--- src/rtl/adc_sync_demod.sv ---
// adc_sync_demod
//
// Square-wave synchronous demodulator for the 12-bit ADC sample stream.
// Each modulation period is split into a positive half (mod_phase = 1) and
// a negative half (mod_phase = 0). After every phase edge a few settling
// samples are dropped, then a fixed number of samples is summed. Once both
// halves are complete, one signed error word (positive sum minus negative
// sum) goes to the servo loop.
//
// Optional build macro: ADC_SYNC_DEMOD_AVG_EN
//   defined   -> err_data is the difference arithmetically shifted right by
//                ACC_LOG2 (floor), i.e. the per-sample mean difference
//   undefined -> err_data is the raw difference
//
// Ports:
//   clk_10m_bufg     in   system clock (10 MHz)
//   rst_glb          in   asynchronous active-low reset
//   adc_data_sample  in   offset-binary ADC sample, valid with adc_ready
//   adc_ready        in   one-cycle sample strobe
//   mod_phase        in   modulation phase (asynchronous, synchronized here)
//   demod_en         in   enable; low aborts and idles the block
//   err_data         out  signed error word, held between updates
//   err_valid        out  one-cycle pulse when err_data updates
//   overrun          out  one-cycle pulse when a half ends before ACC_N samples
//   busy             out  high whenever the FSM is not in IDLE

module adc_sync_demod #(
   parameter int DATA_W   = 12,
   parameter int ACC_LOG2 = 6,
   parameter int DISCARD  = 4,
   parameter int OUT_W    = DATA_W + ACC_LOG2 + 1
) (
   input  logic              clk_10m_bufg,
   input  logic              rst_glb,
   input  logic [DATA_W-1:0] adc_data_sample,
   input  logic              adc_ready,
   input  logic              mod_phase,
   input  logic              demod_en,
   output logic [OUT_W-1:0]  err_data,
   output logic              err_valid,
   output logic              overrun,
   output logic              busy
);

   localparam int         SUM_W     = DATA_W + ACC_LOG2;
   localparam int         ACC_N     = 1 << ACC_LOG2;
   localparam logic [7:0] DISC_LAST = 8'(DISCARD - 1);
   localparam logic [7:0] ACC_LAST  = 8'(ACC_N - 1);

   localparam logic [2:0] IDLE      = 3'd0;
   localparam logic [2:0] WAIT_RISE = 3'd1;
   localparam logic [2:0] DISC_P    = 3'd2;
   localparam logic [2:0] ACC_P     = 3'd3;
   localparam logic [2:0] WAIT_FALL = 3'd4;
   localparam logic [2:0] DISC_N    = 3'd5;
   localparam logic [2:0] ACC_N_ST  = 3'd6;
   localparam logic [2:0] CALC      = 3'd7;

   logic [2:0]       state_q, state_d;
   logic [7:0]       cnt_q, cnt_d;
   logic [SUM_W-1:0] sum_pos_q, sum_pos_d;
   logic [SUM_W-1:0] sum_neg_q, sum_neg_d;
   logic [OUT_W-1:0] err_data_q, err_data_d;
   logic             err_valid_q, err_valid_d;
   logic             overrun_q, overrun_d;
   logic             ph_s1_q, ph_s2_q, ph_s3_q;

   logic             rise, fall, smp;
   logic [SUM_W-1:0] sample_ext;
   logic [OUT_W-1:0] diff_raw;
   logic [OUT_W-1:0] calc_val;

   // Two-flop synchronizer for the asynchronous phase input, plus a third
   // flop holding the previous synchronized value for edge detection.
   always_ff @(posedge clk_10m_bufg or negedge rst_glb) begin
      if (!rst_glb) begin
         ph_s1_q <= 1'b0;
         ph_s2_q <= 1'b0;
         ph_s3_q <= 1'b0;
      end else begin
         ph_s1_q <= mod_phase;
         ph_s2_q <= ph_s1_q;
         ph_s3_q <= ph_s2_q;
      end
   end

   // A phase edge wins over a coincident strobe: that sample is never counted.
   assign rise       = ph_s2_q & ~ph_s3_q;
   assign fall       = ~ph_s2_q & ph_s3_q;
   assign smp        = adc_ready & ~(rise | fall);
   assign sample_ext = {{ACC_LOG2{1'b0}}, adc_data_sample};
   assign diff_raw   = {{(OUT_W-SUM_W){1'b0}}, sum_pos_q}
                     - {{(OUT_W-SUM_W){1'b0}}, sum_neg_q};

`ifdef ADC_SYNC_DEMOD_AVG_EN
   // Arithmetic shift floors toward minus infinity and keeps the sign.
   assign calc_val = OUT_W'($signed(diff_raw) >>> ACC_LOG2);
`else
   assign calc_val = diff_raw;
`endif

   // Next-state logic for the demodulation sequence. A disabled block is
   // forced back to IDLE from anywhere, dropping any result still pending.
   always_comb begin
      state_d     = state_q;
      cnt_d       = cnt_q;
      sum_pos_d   = sum_pos_q;
      sum_neg_d   = sum_neg_q;
      err_data_d  = err_data_q;
      err_valid_d = 1'b0;
      overrun_d   = 1'b0;

      case (state_q)
         IDLE: begin
            cnt_d     = '0;
            sum_pos_d = '0;
            sum_neg_d = '0;
            if (demod_en) state_d = WAIT_RISE;
         end
         WAIT_RISE: begin
            if (rise) begin
               state_d = DISC_P;
               cnt_d   = '0;
            end
         end
         DISC_P, ACC_P: begin
            if (fall) begin
               // Positive half cut short: throw the partial sum away.
               overrun_d = 1'b1;
               state_d   = WAIT_RISE;
               cnt_d     = '0;
               sum_pos_d = '0;
            end else if (smp) begin
               if (state_q == DISC_P) begin
                  if (cnt_q == DISC_LAST) begin
                     state_d   = ACC_P;
                     cnt_d     = '0;
                     sum_pos_d = '0;
                  end else begin
                     cnt_d = cnt_q + 8'd1;
                  end
               end else begin
                  sum_pos_d = sum_pos_q + sample_ext;
                  if (cnt_q == ACC_LAST) begin
                     state_d = WAIT_FALL;
                     cnt_d   = '0;
                  end else begin
                     cnt_d = cnt_q + 8'd1;
                  end
               end
            end
         end
         WAIT_FALL: begin
            if (fall) begin
               state_d = DISC_N;
               cnt_d   = '0;
            end
         end
         DISC_N, ACC_N_ST: begin
            if (rise) begin
               // Negative half cut short: the rise already opens a new period.
               overrun_d = 1'b1;
               state_d   = DISC_P;
               cnt_d     = '0;
               sum_neg_d = '0;
            end else if (smp) begin
               if (state_q == DISC_N) begin
                  if (cnt_q == DISC_LAST) begin
                     state_d   = ACC_N_ST;
                     cnt_d     = '0;
                     sum_neg_d = '0;
                  end else begin
                     cnt_d = cnt_q + 8'd1;
                  end
               end else begin
                  sum_neg_d = sum_neg_q + sample_ext;
                  if (cnt_q == ACC_LAST) begin
                     state_d = CALC;
                     cnt_d   = '0;
                  end else begin
                     cnt_d = cnt_q + 8'd1;
                  end
               end
            end
         end
         CALC: begin
            err_data_d  = calc_val;
            err_valid_d = 1'b1;
            cnt_d       = '0;
            // A rise landing exactly here must not be lost.
            state_d     = rise ? DISC_P : WAIT_RISE;
         end
         default: begin
            state_d = IDLE;
         end
      endcase

      if (!demod_en) begin
         state_d     = IDLE;
         cnt_d       = '0;
         sum_pos_d   = '0;
         sum_neg_d   = '0;
         err_data_d  = err_data_q;
         err_valid_d = 1'b0;
         overrun_d   = 1'b0;
      end
   end

   // State, counter, accumulator and output registers.
   always_ff @(posedge clk_10m_bufg or negedge rst_glb) begin
      if (!rst_glb) begin
         state_q     <= IDLE;
         cnt_q       <= '0;
         sum_pos_q   <= '0;
         sum_neg_q   <= '0;
         err_data_q  <= '0;
         err_valid_q <= 1'b0;
         overrun_q   <= 1'b0;
      end else begin
         state_q     <= state_d;
         cnt_q       <= cnt_d;
         sum_pos_q   <= sum_pos_d;
         sum_neg_q   <= sum_neg_d;
         err_data_q  <= err_data_d;
         err_valid_q <= err_valid_d;
         overrun_q   <= overrun_d;
      end
   end

   assign err_data  = err_data_q;
   assign err_valid = err_valid_q;
   assign overrun   = overrun_q;
   assign busy      = (state_q != IDLE);

endmodule

--- config.mk ---
export PLATFORM = sky130hd
export DESIGN_NAME = adc_sync_demod
export DESIGN_NICKNAME = d
export VERILOG_FILES = /design/src/rtl/adc_sync_demod.sv
export SDC_FILE = /design/constraint.sdc
export NUM_CORES = 1
export LEC_CHECK = 0
export CAP_MARGIN = 20
export CORE_MARGIN = 10
export CORE_UTILIZATION = 51
export DETAILED_ROUTE_END_ITERATION = 7
export HOLD_SLACK_MARGIN = 0.05
export PLACE_DENSITY = 0.77
export SETUP_SLACK_MARGIN = 0.05
export SLEW_MARGIN = 20
export SYNTH_ARGS = -nofsm -noshare
export SYNTH_HDL_FRONTEND = slang
export SYNTH_SLANG_ARGS = --single-unit
--- constraint.sdc ---
create_clock -name clk_10m_bufg -period 5 [get_ports clk_10m_bufg]
set_input_delay 1 -clock clk_10m_bufg [delete_from_list [all_inputs] [get_ports clk_10m_bufg]]
set_output_delay 1 -clock clk_10m_bufg [all_outputs]
set_load 0.01 [all_outputs]
==> metrics.yaml, run 1 <==
ys_top_cells_by_count: "nand2_1 (81), dfrtp_1 (71), o21ai_0 (61), ha_1 (45), inv_1 (38)"
syn_avg_cell_area_um2: 8.58
antenna_found_initial: 0
critPathMaxFanout: 6
cp.arrival_ns: 3.67
synthFlopType: "dfrtp_1"
r2r-start: "state_q[0]$_DFFE_PN0P_"
power_frac_comb: 0.313
rsz0062_at_grt: "no"
seqCellArea_mm2: 0.00178
fin_nets: 715
p_leak_uw: 0.00260
core_area_mm2: 0.0102
area_growth_pct: 12.5
tritoncts: "yes"
path_class: "in2reg"
initial_core_util: 0.518
min_period_over_period: 0.676
clkPwrFrac: 0.281
max_stage_delay_ns: 0.55
status: "completed"
path_cells: "clkdlybuf4s50_1 > ha_1 > inv_1 > fa_1 > nor2b_1 > o31ai_1 > a22oi_1 > a31oi_1 > or4_1 > nand3_1"
track_usage: 0.166
via_count: 4609
async_reset_ff_frac: 1.00
final-hold-violation-count: 0
drtIter0Drc: 331
holdPathStages: 0
ctsResizeCount: 0
period_minus_slack_ns: 3.38
pin_count: 39
tightest_slew_ns: 0.962
die_x_um: 122
syn_inst: 618
setup_viol: 0
fmax_mhz: 296
dp.cells: 775
seq_power_share: 0.406
multi_input_area_mm2: 0.00329
die_h_um: 122
io_buffer_count: 38
wire_per_inst_um: 15.1
topRoutingLayerUsed: "met4"
grt_pass1_vias: 4387
worstPathRequired_ns: 5.29
yosysSeqAreaShare: 0.335
drt-met1-wl_um: 5600
report.final.slew_viol_count: 0
cts_htree_levels: 3
cts_hold_buf: 0
remaining_drc_errors: 0
die_area_mm2: 0.0149
hpwl_um: 9180
clkTransAtPathRegs_ns: 0.07
fin_skew_ns: 0.00657
yosysTopAreaCell: "dfrtp_1"
row_count: 37
syn_area_mm2: 0.00530
min_path_type: "reg2reg"
switching_share: 0.348
tns_ns: 0
critPathSlowestCell: "or4_1"
relSlewSlack: 0.358
synth_warnings: 0
met3_length_um: 753
min_from: "ph_s1_q$_DFF_PN0_"
drive_gt1_frac: 0.0458
place_area_mm2: 0.00578
final_cell_area_mm2: 0.00597
fin_cells: 791
start_kind: "input pin"
cts_root_buffer: "clkbuf_8"
p_int_uw: 1050
clk_path_buf_depth: 2
ant_nets: 0
routed_wl_um: 11900
ys_seq_elements: 71
grt_pass1_wl_um: 20400
first_pass_iters: 5
cap_viol_max_count: 0
powerDensity_mw_per_mm2: 270
whs_ns: 0.356
irDropWorstVdd_mv: 0.141
met2WireLength_um: 5360
crit_path_end_kind: "flop"
grt_max_degree: 42
yosysMostFrequentCell: "nand2_1"
synth_top_area_frac: 0.335
postCtsSetupBuffers: 0
cts_sinks: 71
numCtsBuffers: 9
vias_per_cell: 5.83
overflow: 0
startpoint: "adc_data_sample[0]"
worstRegToRegCells: 6
switchingPower_uw: 560
globalplace.congestion: 0.943
synth_edf_count: 0
synth_cell_type_count: 66
fill_cells: 887
clk_latency_ns: 0.36
n_antenna_cell: 0
synth_top_cells_by_area: "dfrtp_1 (34%), ha_1 (11%), o21ai_0 (5.8%), nand2_1 (5.7%), a21oi_1 (2.7%)"
syn_nets: 683
==> logic make-up (layout without fill, tap and decap cells) <==
kind of cell	after synthesis	in the layout	synth area share
XOR/XNOR	26	26	0.0429
adder cells (fa/ha/maj)	48	48	0.118
AND/OR/NAND/NOR	216	216	0.211
AO/OA/AOI/OAI	197	197	0.246
multiplexers	1	1	0.00189
flip-flops	71	71	0.335
buffers and inverters	59	96	0.0448
==> per-layer routing <==
metal,up-vias,global-route usage
li1,2346,-
met1,2115,0.220
met2,128,0.260
met3,20,0.0342
met4,0,0.0604
met5,-,0
==> cell type report <==
| class | instances | area share |
|---|---|---|
| multi-input combinational | 488 | 0.551 |
| sequential | 71 | 0.298 |
| timing repair buffer | 42 | 0.0680 |
| tap | 136 | 0.0285 |
| inverter | 38 | 0.0239 |
| clock buffer | 13 | 0.0233 |
| clock inverter | 3 | 0.00734 |
==> registers in the layout, indices dropped and copies added (netlist names) <==
register / count
ph_s3_q: 1
err_valid: 1
overrun: 1
err_data: 19
ph_s2_q: 1
sum_neg_q: 18
state_q: 3
sum_pos_q: 18
cnt_q: 8
ph_s1_q: 1
==> worst paths after layout <==
path,endpoint,slack [ns]
worst max-delay path,sum_pos_q[16]$_DFFE_PN0P_,1.62
worst min-delay path,ph_s2_q$_DFF_PN0_,0.36
worst max register to register,sum_pos_q[15]$_DFFE_PN0P_,2.20
worst min register to register,ph_s2_q$_DFF_PN0_,0.36
max in group asynchronous,err_data[11]$_DFFE_PN0P_,3.34
min in group asynchronous,sum_neg_q[4]$_DFFE_PN0P_,0.69
==> worst max-delay path: cells and delay by family <==
family	cells	cell delay, ns
and+or+nand+nor	3	0.86
AOI/OAI and AO/OA	3	0.68
adders and majority gates	2	0.57
buffers and inverters	2	0.55
==> through the flow <==
stage                     utilization  power (µW)  setup WS (ns)
after floorplan                     -        1040           2.04
after global placement          0.565        1150           1.38
after detailed placement        0.565        1170           1.27
after CTS                       0.583        1610           1.65
final                           0.583        1610           1.62
after global routing            0.583        1720           1.47
==> placed cells by master, fill, tap and decap left out, types with 5 or more instances in the layout <==
| cell | count |
|---|---|
| o21a_1 | 10 |
| nor2b_1 | 8 |
| xor2_1 | 12 |
| nand2_1 | 81 |
| a31oi_1 | 10 |
| inv_1 | 38 |
| nand3_1 | 19 |
| a211oi_1 | 11 |
| xnor2_1 | 14 |
| ha_1 | 45 |
| nor3_1 | 14 |
| or4_1 | 5 |
| a21oi_1 | 29 |
| and3_1 | 9 |
| clkbuf_8 | 9 |
| dfrtp_1 | 71 |
| o31ai_1 | 18 |
| a21o_1 | 8 |
| or3_1 | 8 |
| nor4_1 | 6 |
| nor2_1 | 27 |
| and2_1 | 5 |
| o41ai_1 | 6 |
| o211ai_1 | 8 |
| clkdlybuf4s50_1 | 37 |
| nand2b_1 | 12 |
| o21ai_0 | 61 |
==> power groups by stage <==
stage | Clock, µW | Sequential, µW | Combinational (µW)
2_1_floorplan | 0 | 634 | 401
3_3_place_gp | 0 | 661 | 491
3_5_place_dp | 0 | 664 | 502
4_1_cts | 458 | 653 | 503
5_1_grt | 488 | 663 | 565
6_report | 453 | 653 | 503
Power figures use the tool's default switching activity.
==> inputs of run 2 (changes only) <==
--- a/config.mk
+++ b/config.mk
@@ -10,7 +10,7 @@
 export CORE_UTILIZATION = 51
 export DETAILED_ROUTE_END_ITERATION = 7
 export HOLD_SLACK_MARGIN = 0.05
-export PLACE_DENSITY = 0.77
+export PLACE_DENSITY = 0.8
 export SETUP_SLACK_MARGIN = 0.05
 export SLEW_MARGIN = 20
 export SYNTH_ARGS = -nofsm -noshare
==> constraint.sdc (replaced) <==
create_clock -name clk_10m_bufg -period 2.96 [get_ports clk_10m_bufg]
set_input_delay 0.592 -clock clk_10m_bufg [delete_from_list [all_inputs] [get_ports clk_10m_bufg]]
set_output_delay 0.592 -clock clk_10m_bufg [all_outputs]
set_load 0.01 [all_outputs]
==> metrics.yaml, run 2 (synthesis results as in run 1) <==
reg2reg_slack_ns: 0.39  # -1.81 ns
antenna_found_initial: 0  # unchanged
relSlewSlack: 0.473  # +0.115
grt_max_degree: 38  # -9.5%
die_area_mm2: 0.0149  # unchanged
hpwl_um: 9750  # +6.2%
track_usage: 0.174  # +0.00849
final_common_cell: "nand2_1"
critPathMaxFanout: 3  # -3
min_period_over_period: 0.930
remaining_drc_errors: 0  # unchanged
fmax_mhz: 363
first_pass_iters: 7  # +2
pin_count: 39  # unchanged
cts_htree_levels: 3  # unchanged
powerDensity_mw_per_mm2: 462  # +71%
tritoncts: "yes"
fin_skew_ns: 0.0162  # +0.00963 ns
grt_pass1_vias: 4631  # +5.6%
grt_pass1_wl_um: 21600  # +5.9%
min_path_type: "in2async"
drtIter0Drc: 356  # +7.6%
cts_sinks: 71  # unchanged
cts_hold_buf: 0  # unchanged
via_count: 4817  # +4.5%
n_antenna_cell: 0  # unchanged
switching_share: 0.336  # -0.0117
die_x_um: 122  # unchanged
largest_reg_flops: 19  # unchanged
max_stage_delay_ns: 0.52  # -0.03 ns
ant_nets: 0  # unchanged
vias_per_cell: 5.92  # +1.7%
power_frac_comb: 0.309  # -0.004
cap_viol_max_count: 0  # unchanged
crit_path_end_kind: "flop"
layout_common_cells: "nand2_1 (81), dfrtp_1 (71), o21ai_0 (61)"
worstRegToRegCells: 9  # +3
switchingPower_uw: 960  # +72%
row_count: 37  # unchanged
r2r-start: "sum_pos_q[0]$_DFFE_PN0P_"
fin_nets: 737  # +3.1%
area_growth_pct: 16.6
report.final.slew_viol_count: 0  # unchanged
die_h_um: 122  # unchanged
globalplace.congestion: 0.948  # +0.47%
tightest_slew_ns: 0.790  # -0.172 ns
overflow: 0  # unchanged
clkPwrFrac: 0.303  # +0.022
final_cell_area_mm2: 0.00618  # +3.6%
numCtsBuffers: 9  # unchanged
io_buffer_count: 38  # unchanged
setup_viol: 0  # unchanged
r2r-end: "err_data[14]$_DFFE_PN0P_"
core_area_mm2: 0.0102  # unchanged
seq_power_share: 0.387  # -0.019
p_leak_uw: 0.00274  # +5.2%
irDropWorstVdd_mv: 0.357  # +150%
routed_wl_um: 12700  # +6.6%
clk_latency_ns: 0.35  # about the same
cts_root_buffer: "clkbuf_8"
ctsResizeCount: 0  # unchanged
final-hold-violation-count: 0  # unchanged
p_int_uw: 1900  # +81%
status: "completed"
drive_gt1_frac: 0.0827  # +0.0369
path_class: "in2reg"
postCtsSetupBuffers: 0  # unchanged
wire_per_inst_um: 15.7  # +3.7%
whs_ns: 0.316  # -0.0404 ns
worstPathRequired_ns: 3.25  # -2.04 ns
path_cells: "clkdlybuf4s50_1 > ha_1 > inv_1 > fa_1 > nor2b_1 > o31ai_1 > a22oi_1 > a31oi_1 > or4_1 > nand3_1"
rsz0062_at_grt: "no"
cp.arrival_ns: 3.04  # -0.63 ns
place_area_mm2: 0.00596  # +3.1%
critPathSlowestCell: "or4_1"
final_core_util: 0.604  # +0.0212
period_minus_slack_ns: 2.75
start_kind: "input pin"
clk_path_buf_depth: 2  # unchanged
clkTransAtPathRegs_ns: 0.08  # about the same
initial_core_util: 0.518  # unchanged
[run 2: stage by stage]
step | setup slack, ns | power, µW | TNS, ns | cells
detailed placement | -0.142 | 2000 | -0.349 | 797
global placement | -0.0388 | 1970 | -0.0488 | 797
finish | 0.207 | 2860 | 0 | 813
global route | 0.130 | 3040 | 0 | 813
CTS | 0.232 | 2870 | 0 | 813
floorplan | 0.407 | 1750 | 0 | 618
[run 2: worst max-delay path by stage]
stage | start | endpoint | slack (ns)
global route | adc_data_sample[0] | sum_pos_q[12]$_DFFE_PN0P_ | 0.13
floorplan | adc_data_sample[0] | sum_pos_q[16]$_DFFE_PN0P_ | 0.41
detailed placement | adc_data_sample[0] | sum_pos_q[16]$_DFFE_PN0P_ | -0.14
finish | adc_data_sample[0] | sum_pos_q[16]$_DFFE_PN0P_ | 0.21
global placement | adc_data_sample[0] | sum_pos_q[16]$_DFFE_PN0P_ | -0.04
CTS | adc_data_sample[0] | sum_pos_q[16]$_DFFE_PN0P_ | 0.23
[run 2: power groups by stage]
stage,clock network [µW],logic (µW),registers (µW)
6_report,867,884,1110
5_1_grt,934,984,1120
4_1_cts,881,881,1100
3_5_place_dp,0,876,1120
3_3_place_gp,0,852,1120
2_1_floorplan,0,678,1070
[run 2: final cells by class]
type | count | area, µm²
clock buffers | 10 | 138
clock inverters | 6 | 83.8
fillers | 867 | 4050
inverters | 38 | 143
multi-input cells | 488 | 3290
flip-flops and latches | 71 | 1780
well taps | 136 | 170
repair buffers | 64 | 583
[run 2: routing by layer]
metal  global-route usage  vias up  share of wire
li1                     -     2372              -
met1                0.220     2271           0.43
met2                0.287      152           0.48
met3               0.0347       22          0.068
met4               0.0663        0          0.018
met5                    0        -              0
[run 2: critical path: cells and delay by family]
kind            cells  cell delay [ns]
simple gates        3             0.78
compound gates      3             0.56
fa+ha+maj           2             0.55
buf+inv             2             0.54
==> inputs of run 3 (changes only) <==
--- a/config.mk
+++ b/config.mk
@@ -12,7 +12,7 @@
 export HOLD_SLACK_MARGIN = 0.05
 export PLACE_DENSITY = 0.8
 export SETUP_SLACK_MARGIN = 0.05
-export SLEW_MARGIN = 20
+export SLEW_MARGIN = 10
 export SYNTH_ARGS = -nofsm -noshare
 export SYNTH_HDL_FRONTEND = slang
 export SYNTH_SLANG_ARGS = --single-unit
==> constraint.sdc (replaced) <==
create_clock -name clk_10m_bufg -period 2.96 [get_ports clk_10m_bufg]
set_input_delay 0.592 -clock clk_10m_bufg [delete_from_list [all_inputs] [get_ports clk_10m_bufg]]
set_output_delay 0.592 -clock clk_10m_bufg [all_outputs]
set_load 0.02 [all_outputs]
==> metrics.yaml, run 3 (synthesis results as in run 1) <==
die_area_mm2: 0.0149  # unchanged
tns_ns: 0  # unchanged
area_growth_pct: 16.7
period_minus_slack_ns: 2.76  # +0.00818 ns
die_h_um: 122  # unchanged
remaining_drc_errors: 0  # unchanged
r2r-start: "sum_pos_q[0]$_DFFE_PN0P_"
crit_path_end_kind: "flop"
antenna_found_initial: 0  # unchanged
tightest_slew_ns: 0.796  # +0.00519 ns
cp.arrival_ns: 3.04  # about the same
dp.cells: 798  # +0.13%
postCtsSetupBuffers: 0  # unchanged
relSlewSlack: 0.470  # -0.00346
layout_common_cells: "nand2_1 (81), dfrtp_1 (71), o21ai_0 (61)"
cts_root_buffer: "clkbuf_8"
die_x_um: 122  # unchanged
numCtsBuffers: 9  # unchanged
final_common_cell: "nand2_1"
worstRegToRegCells: 9  # unchanged
critPathMaxFanout: 4  # +1
n_antenna_cell: 0  # unchanged
min_path_type: "in2async"
fin_skew_ns: 0.00829  # -0.00790 ns
ant_nets: 0  # unchanged
grt_max_degree: 38  # unchanged
track_usage: 0.179  # +0.00512
io_buffer_count: 38  # unchanged
drive_gt1_frac: 0.0841  # +0.00135
final-hold-violation-count: 0  # unchanged
r2r-end: "err_data[18]$_DFFE_PN0P_"
p_leak_uw: 0.00274  # +0.18%
vias_per_cell: 5.94  # +0.27%
fmax_mhz: 362  # -0.30%
fin_cells: 814  # +0.12%
via_count: 4836  # +0.39%
final_cell_area_mm2: 0.00619  # +0.12%
cts_hold_buf: 0  # unchanged
cts_htree_levels: 3  # unchanged
grt_pass1_wl_um: 21900  # +1.7%
initial_core_util: 0.518  # unchanged
drtIter0Drc: 371  # +4.2%
largest_reg_flops: 19  # unchanged
wire_per_inst_um: 15.7  # about the same
path_class: "in2reg"
final_core_util: 0.605  # +0.000734
tritoncts: "yes"
overflow: 0  # unchanged
pin_count: 39  # unchanged
status: "completed"
row_count: 37  # unchanged
core_area_mm2: 0.0102  # unchanged
worstPathRequired_ns: 3.24  # about the same
grt_pass1_vias: 4649  # +0.39%
rsz0062_at_grt: "no"
cap_viol_max_count: 0  # unchanged
first_pass_iters: 5  # -2
clkTransAtPathRegs_ns: 0.08  # about the same
routed_wl_um: 12800  # +0.20%
report.final.slew_viol_count: 0  # unchanged
place_area_mm2: 0.00597  # +0.13%
clk_latency_ns: 0.36  # about the same
setup_viol: 0  # unchanged
globalplace.congestion: 0.948  # about the same
start_kind: "input pin"
powerDensity_mw_per_mm2: 469  # +1.6%
fin_nets: 738  # +0.14%
ctsResizeCount: 0  # unchanged
reg2reg_slack_ns: 0.40  # about the same
endpoint: "sum_pos_q[12]$_DFFE_PN0P_"
cts_sinks: 71  # unchanged
clk_path_buf_depth: 2  # unchanged
startpoint: "adc_data_sample[0]"
min_period_over_period: 0.933  # +0.00276
hpwl_um: 9740  # -0.10%
irDropWorstVdd_mv: 0.301  # -16%
run 3: changes by cell type in the layout (fill, tap and decap cells not counted):
cell / previous run / this run
buf_4: 25 / 26
run 3: metal layers:
layer,routed length (µm),GRT usage,up-vias
met1,5630,0.225,2252
met2,5920,0.294,180
met3,949,0.0486,24
met4,263,0.0559,0
li1,-,-,2380
met5,0,0,-
run 3: worst min-delay path by stage:
stage,startpoint,end,slack [ns],depth (start not counted)
floorplan,rst_glb,cnt_q[0]$_DFFE_PN0P_,0.30,0
global placement,ph_s1_q$_DFF_PN0_,ph_s2_q$_DFF_PN0_,0.34,0
detailed placement,ph_s1_q$_DFF_PN0_,ph_s2_q$_DFF_PN0_,0.34,0
CTS,rst_glb,sum_neg_q[3]$_DFFE_PN0P_,0.33,1
global route,rst_glb,sum_neg_q[3]$_DFFE_PN0P_,0.35,1
finish,rst_glb,sum_neg_q[3]$_DFFE_PN0P_,0.31,1
run 3: report_power, final:
group          total, µW  switching (µW)  internal (µW)
sequential          1080            68.3           1020
clock                879             385            494
combinational        941             547            394
run 3: worst max-delay path, cell delays in order:
cell and delay (ns):
clkdlybuf4s50_1 0.49, ha_1 0.17, inv_1 0.06, fa_1 0.38, nor2b_1 0.17, o31ai_1 0.13
a22oi_1 0.26, a31oi_1 0.18, buf_4 0.18, or3_1 0.35, o21ai_0 0.09
run 3: cell type report:
class,instances,area (µm²)
fill,893,4040
multi-input combinational,488,3290
sequential,71,1780
timing repair buffer,65,591
tap,136,170
inverter,38,143
clock buffer,10,138
clock inverter,6,83.8
run 3: metrics by stage:
step / setup slack [ns] / hold slack (ns) / total power [µW]
2_1_floorplan: 0.407 / 0.296 / 1770
3_3_place_gp: -0.0387 / 0.335 / 2000
3_5_place_dp: -0.117 / 0.344 / 2030
4_1_cts: 0.265 / 0.327 / 2910
5_1_grt: 0.0648 / 0.354 / 3090
6_report: 0.199 / 0.305 / 2900
